===== src/rtl/serial_addsub_pkg.sv =====
// Shared definitions for the bit-serial adder/subtractor: FSM encodings and WIDTH bounds.
package serial_addsub_pkg;

    typedef enum logic [1:0] {
        ST_IDLE  = 2'd0,
        ST_SHIFT = 2'd1,
        ST_DONE  = 2'd2
    } state_e;

    localparam int WIDTH_MIN = 2;
    localparam int WIDTH_MAX = 32;

    function automatic logic maj3(input logic x, input logic y, input logic z);
        return (x & y) | (x & z) | (y & z);
    endfunction

endpackage


===== src/rtl/serial_addsub_full_adder_bit.sv =====
// Combinational 1-bit full-adder cell shared by every bit position of the serial datapath.
module full_adder_bit
    import serial_addsub_pkg::*;
(
    input  logic a_i,
    input  logic b_i,
    input  logic c_i,
    output logic s_o,
    output logic c_o
);

    assign s_o = a_i ^ b_i ^ c_i;
    assign c_o = maj3(a_i, b_i, c_i);

endmodule


===== src/rtl/serial_addsub.sv =====
// Bit-serial WIDTH-bit adder/subtractor with start/busy/done handshake, LSB-first.
// SERIAL_ADDSUB_SUB_EN enables subtraction through the sub_i input; without it the block only adds.
module serial_addsub
    import serial_addsub_pkg::*;
#(
    parameter int WIDTH = 8
) (
    input  logic             clk_i,
    input  logic             rst_i,
    input  logic             en_i,
    input  logic             start_i,
    input  logic             sub_i,
    input  logic [WIDTH-1:0] a_i,
    input  logic [WIDTH-1:0] b_i,
    output logic             s_o,
    output logic [WIDTH-1:0] sum_o,
    output logic             cout_o,
    output logic             ovf_o,
    output logic             busy_o,
    output logic             done_o
);

    localparam int CW = (WIDTH > 1) ? $clog2(WIDTH) : 1;
    localparam logic [CW-1:0] CNT_LAST = CW'(WIDTH - 1);

    state_e           state_q;
    logic [WIDTH-1:0] opa_q;
    logic [WIDTH-1:0] opb_q;
    logic [WIDTH-1:0] sum_q;
    logic [CW-1:0]    cnt_q;
    logic             carry_q;
    logic             s_q;
    logic             cout_q;
    logic             ovf_q;
    logic             busy_q;
    logic             done_q;

    logic             bit_d;
    logic             carry_d;
    logic [WIDTH-1:0] opb_load;
    logic             carry_load;
    logic             accept;

    full_adder_bit u_fa (
        .a_i (opa_q[0]),
        .b_i (opb_q[0]),
        .c_i (carry_q),
        .s_o (bit_d),
        .c_o (carry_d)
    );

`ifdef SERIAL_ADDSUB_SUB_EN
    // Subtraction is A + ~B + 1: invert B and seed the carry with 1.
    assign opb_load   = sub_i ? ~b_i : b_i;
    assign carry_load = sub_i;
`else
    logic unused_sub;
    assign unused_sub = sub_i;
    assign opb_load   = b_i;
    assign carry_load = 1'b0;
`endif

    assign accept = start_i && ((state_q == ST_IDLE) || (state_q == ST_DONE));

    always_ff @(posedge clk_i) begin
        if (rst_i) begin
            state_q <= ST_IDLE;
            opa_q   <= '0;
            opb_q   <= '0;
            sum_q   <= '0;
            cnt_q   <= '0;
            carry_q <= 1'b0;
            s_q     <= 1'b0;
            cout_q  <= 1'b0;
            ovf_q   <= 1'b0;
            busy_q  <= 1'b0;
            done_q  <= 1'b0;
        end else if (en_i) begin
            case (state_q)
                ST_IDLE, ST_DONE: begin
                    done_q <= 1'b0;
                    if (accept) begin
                        opa_q   <= a_i;
                        opb_q   <= opb_load;
                        carry_q <= carry_load;
                        cnt_q   <= CNT_LAST;
                        sum_q   <= '0;
                        busy_q  <= 1'b1;
                        state_q <= ST_SHIFT;
                    end else begin
                        busy_q  <= 1'b0;
                        state_q <= ST_IDLE;
                    end
                end
                ST_SHIFT: begin
                    opa_q   <= opa_q >> 1;
                    opb_q   <= opb_q >> 1;
                    sum_q   <= {bit_d, sum_q[WIDTH-1:1]};
                    s_q     <= bit_d;
                    carry_q <= carry_d;
                    if (cnt_q == '0) begin
                        // carry_q here is the carry into the MSB, carry_d the carry out of it.
                        cout_q  <= carry_d;
                        ovf_q   <= carry_q ^ carry_d;
                        busy_q  <= 1'b0;
                        done_q  <= 1'b1;
                        state_q <= ST_DONE;
                    end else begin
                        cnt_q <= cnt_q - 1'b1;
                    end
                end
                default: begin
                    busy_q  <= 1'b0;
                    done_q  <= 1'b0;
                    state_q <= ST_IDLE;
                end
            endcase
        end
    end

    assign s_o    = s_q;
    assign sum_o  = sum_q;
    assign cout_o = cout_q;
    assign ovf_o  = ovf_q;
    assign busy_o = busy_q;
    assign done_o = done_q;

endmodule


===== config.mk =====
export PLATFORM = sky130hd
export DESIGN_NAME = serial_addsub
export DESIGN_NICKNAME = d
export VERILOG_FILES = /design/src/rtl/serial_addsub_pkg.sv /design/src/rtl/serial_addsub_full_adder_bit.sv /design/src/rtl/serial_addsub.sv
export SDC_FILE = /design/constraint.sdc
export NUM_CORES = 1
export LEC_CHECK = 0
export CORE_MARGIN = 5
export CORE_UTILIZATION = 40
export DETAILED_ROUTE_END_ITERATION = 8
export DONT_BUFFER_PORTS = 1
export GPL_ROUTABILITY_DRIVEN = 0
export PLACE_DENSITY_LB_ADDON = 0.15
export SLEW_MARGIN = 20
export SYNTH_ARGS = -nofsm -noshare
export SYNTH_HDL_FRONTEND = slang
export SYNTH_HIERARCHICAL = 1
export SYNTH_SLANG_ARGS = --single-unit
export TNS_END_PERCENT = 30

===== constraint.sdc =====
create_clock -name clk_i -period 1.5 [get_ports clk_i]
set_input_delay 0.3 -clock clk_i [delete_from_list [all_inputs] [get_ports clk_i]]
set_output_delay 0.3 -clock clk_i [all_outputs]
set_load 0.02 [all_outputs]

# --- Word-level counts from Yosys, hierarchy flattened ---
# Index checks and enable logic that the tools add are counted.
totals:
  in_bits: 21
  ff_bits: 35
  romBits: 0
  memories: 0
  latchBits: 0
  output_inout_bits: 13
  ram_bits: 0
op_classes:
  eq_ne: 5
  mul: 0
  n_shift: 0
  bitwise_logic: 8
  div_mod_pow: 0
  addsub: 1
  muxes: 19
  magnitude_cmp: 0
  reduce_logical: 11
ops:
  columns: ["op", "n"]
  rows:
  - ["$pmux W8 S2", 3]
  - ["$mux W8", 3]
  - ["$mux W1", 6]
  - ["$mux W3", 2]
  - ["$ne A2 B2 Y1 const B", 3]
  - ["$pmux W3 S2", 1]
  - ["$reduce_and A3 Y1", 2]
  - ["$pmux W1 S2", 2]
  - ["$pmux W2 S2", 1]
  - ["$reduce_and A2 Y1", 2]
  - ["$reduce_and A4 Y1", 1]
  - ["$and A1 B1 Y1", 3]
  - ["$logic_not A3 Y1", 1]
  - ["$sub A3 B1 Y3 const B", 1]
  - ["$xor A1 B1 Y1", 3]
  - ["$eq A2 B1 Y1 const B", 1]
  - ["$eq A2 B2 Y1 const B", 1]
  - ["$logic_not A2 Y1", 1]
  - ["$mux W2", 1]
  - ["$or A1 B1 Y1", 2]
  - ["$reduce_bool A2 Y1", 1]
  - ["$reduce_or A2 Y1", 1]
  - ["$logic_and A1 B1 Y1", 1]
  - ["$logic_or A1 B1 Y1", 1]

# --- Depth between registers and ports, before layout ---
logic_depth:
  word_depth: 5
  ltp_mapped: 6

# --- Hierarchy ---
# The synthesis kept the hierarchy.
by_module_without_submodules:
  columns: ["module", "cells_each", "instances", "area_each_um2"]
  rows:
  - ["serial_addsub", 148, 1, 1450.1]
  - ["full_adder_bit", 1, 1, 20.0]

# --- Worst setup path before layout ---
# No wires, ideal clock.
synth_timing:
  kind: "reg-to-reg"
  start: "reg opa_q[0]"
  end: "reg ovf_q (netlist: ovf_o)"
  arrival_time_ps: 1290
  synth_period_minus_slack_ps: 1360
  path_stages_with_launch: 5
  required_ps: 1430
  path_slack_ps: 140
  path_cell_list: "dfxtp_1 fa_1 xnor2_1 or3_1 a21oi_1"
synth_between:
  elab_chain_len: 4
synth_rtl:
  columns: ["item", "line", "rtl"]
  rows:
  - ["from (decl)", "serial_addsub.sv:27", "logic [WIDTH-1:0] opa_q;"]
  - ["from (signal assigned)", "serial_addsub.sv:83", "opa_q <= a_i;"]
  - ["from (signal assigned)", "serial_addsub.sv:96", "opa_q <= opa_q >> 1;"]
  - ["$and A1 B1 Y1", "serial_addsub_pkg.sv:14", "return (x & y) | (x & z) | (y & z);"]
  - ["$or A1 B1 Y1 * (2 in series)", "serial_addsub_pkg.sv:14", null]
  - ["named net carry_d", "serial_addsub.sv:39", "logic carry_d;"]
  - ["$xor A1 B1 Y1 *", "serial_addsub.sv:104", "ovf_q <= carry_q ^ carry_d;"]
  - ["to (signal assigned)", "serial_addsub.sv:104", null]
  - ["to (decl)", "serial_addsub.sv:34", "logic ovf_q;"]
# The timed path passes the listed nets; every way through them passes the cells marked *.
# A chain may end at the register's enable or synchronous reset.

# --- Worst setup path after layout ---
# Same ends and word-level chain as after synthesis.

==> metrics.yaml <==
min_period_ns: 1.372
setup_slack_ns: 0.1276
grt_pass1_wl_um: 5230
powerDensity_nw_per_um2: 1178
irDropWorstVdd_mv: 0.5702
fp-row-count: 22
antenna_found_initial: 0
max_stage_delay_ns: 0.40
die_area_sq_um: 4988
worst_path_max_delay_cell: "fa_2"
synth_area_sq_um: 1470
drt-initial-drc-count: 48
drive_gt1_frac: 0.1867
hold_buffers: 0
power_leakage_nw: 0.5570
maxCapViolCount: 0
synth_cell_types: 37
h-tree-depth: 2
syn_inst: 149
antenna_cells: 0
tns_ns: 0
grt-ovfl-total: 0
cts_buffers: 5
setup_viol: 0
synthArstFlopShare: 0
dpl_cell_area_sq_um: 1488
cts_buffer_depth: 2
synth_warnings: 6
cts_root_buffer: "clkbuf_8"
worstHoldPathType: "input port to flip-flop"
ys_seq_area_frac: 0.4630
grt_setup_unrepaired: "no"
core-area_sq_um: 3606
grt_pass1_vias: 1081
drt_wl_total_um: 3089
fmax_mhz: 728.7
crit_family: "adder cells"
ys_seq_elements: 34
hold_viol: 0
cp-end-kind: "flip-flop"
worstMarginPinSlew_ns: 0.4143
avgSynthCellArea_sq_um: 9.867
pin_count: 34
dominantRegCellSynth: "dfxtp_1"
whs_ns: 0.08548
crit_chain: "fa_2 > xnor2_1 > or3_1 > a21oi_1"
r2r_slack_ns: 0.13
cts.sinks: 34
die_w_um: 70.63
clkLatencyLatePin_ns: 0.28
syn_to_final_growth_pct: 7.745
initial_core_util: 0.4077
critPathRequiredTime_ns: 1.71
crit_arrival_ns: 1.58
p_total_mw: 1.866
slew_viol_final: 0
die_h_um: 70.63
drcViolationCount: 0
firstDrtPassIters: 4
startpoint_type: "flip-flop"
fill_cells: 357
cts_tree: "done"
synth_fp_nets: 173
clk_pin_slew_ns: 0.07
num-nets-final: 173
slew_headroom: 0.7238
status: "finished clean"
skew_ns: 0.003347
hpwl_um: 2130
min_period_over_period: 0.9149
grt_max_degree: 40
path_class: "flip-flop to flip-flop"
via_per_inst: 5.439
num_vias: 1077
numPortBuffers: 0
finish.instance_area_sq_um: 1584
dp_slack_ns: 0.08085
synth_edf_count: 0
antenna_left: 0
routedWlPerCell_um: 15.60
path_buf_inv: 0
cp_max_fo: 2
track_usage: 0.1312
kinds of logic (layout without fill, tap and decap cells):
kind of cell,count (synthesis),after routing,share of synthesized area
XOR/XNOR,1,1,0.005959
AND/OR/NAND/NOR,25,25,0.1072
buffers and inverters,27,28,0.09276
flip-flops,34,34,0.4630
adder cells (fa/ha/maj),3,3,0.03064
AO/OA/AOI/OAI,59,59,0.3004
final cells by class:
cell class / instances / area (sq um) / share of cell area
clock buffer: 7 / 86.33 / 0.05450
clock inverter: 1 / 5.005 / 0.003160
inverter: 15 / 56.30 / 0.03555
multi-input combinational: 88 / 658.1 / 0.4155
sequential: 34 / 680.7 / 0.4297
tap: 48 / 60.06 / 0.03791
timing repair buffer: 5 / 37.54 / 0.02370
layer usage:
layer | track usage | up-vias | part of all wire
met3 | 0.06818 | 2 | 0.079
met4 | 0.04384 | 0 | 0.0058
li1 | - | 546 | -
met5 | 0 | - | 0
met2 | 0.1881 | 27 | 0.45
met1 | 0.1700 | 502 | 0.46
per-stage QoR:
| stage | util | cells |
|---|---|---|
| floorplan | - | 149 |
| global placement | 0.4126 | 190 |
| detailed placement | 0.4126 | 190 |
| CTS | 0.4379 | 198 |
| global route | 0.4393 | 198 |
| finish | 0.4393 | 198 |
final timing paths:
check                                 to  cells after the start     start
worst max-delay path               ovf_o                      4  opa_q[0]
worst min-delay path                 s_o                      1     rst_i
worst max register to register     ovf_o                      4  opa_q[0]
worst min register to register  cnt_q[0]                      1  cnt_q[0]
cells in the final DEF (no fill, tap or decap), types with 2 or more instances in the layout:
cell | Yosys | routed
ha_1 | 2 | 2
inv_1 | 15 | 15
nor2_1 | 4 | 4
o221a_2 | 6 | 6
nand2_1 | 3 | 3
o22ai_1 | 15 | 15
a311oi_1 | 2 | 2
a21oi_1 | 11 | 11
buf_4 | 2 | 5
o21ai_0 | 2 | 2
nand2b_1 | 11 | 10
a211oi_1 | 9 | 9
dfxtp_1 | 34 | 34
clkbuf_8 | 0 | 6
o32ai_1 | 3 | 3
power by group:
group | total [mW] | internal [mW] | switching (mW)
registers | 0.985 | 0.952 | 0.0324
logic | 0.204 | 0.0935 | 0.110
clock network | 0.678 | 0.370 | 0.308
repair_timing:
item / in CTS / in global routing
gates resized for setup: 0 / 2
buffers inserted: 0 / 0
endpoints found under the setup margin: 0 / 3
state kept, by name, indices dropped and copies added, names as in the netlist:
name	cells
opa_q	8
opb_q	8
sum_o	8
cnt_q	3
busy_o	1
carry_q	1
cout_o	1
done_o	1
ovf_o	1
s_o	1
state_q	1
worst register-to-register path, cell delays in order (launching register included):
cell and delay (ns):
dfxtp_1 0.33, fa_2 0.40, xnor2_1 0.13, or3_1 0.30, a21oi_1 0.15
synthesized netlist by cell type (all sizes together), types with 4 or more instances:
cell type | count | area, sq um
buf | 9 | 68.81
nand2b | 11 | 68.82
o221a | 6 | 67.56
a21oi | 12 | 63.81
o32ai | 4 | 42.55
o22ai | 15 | 93.84
nor2 | 4 | 15.01
a211oi | 9 | 67.56
dfxtp | 34 | 680.7
inv | 15 | 56.30
(Power assumes the default switching activity.)
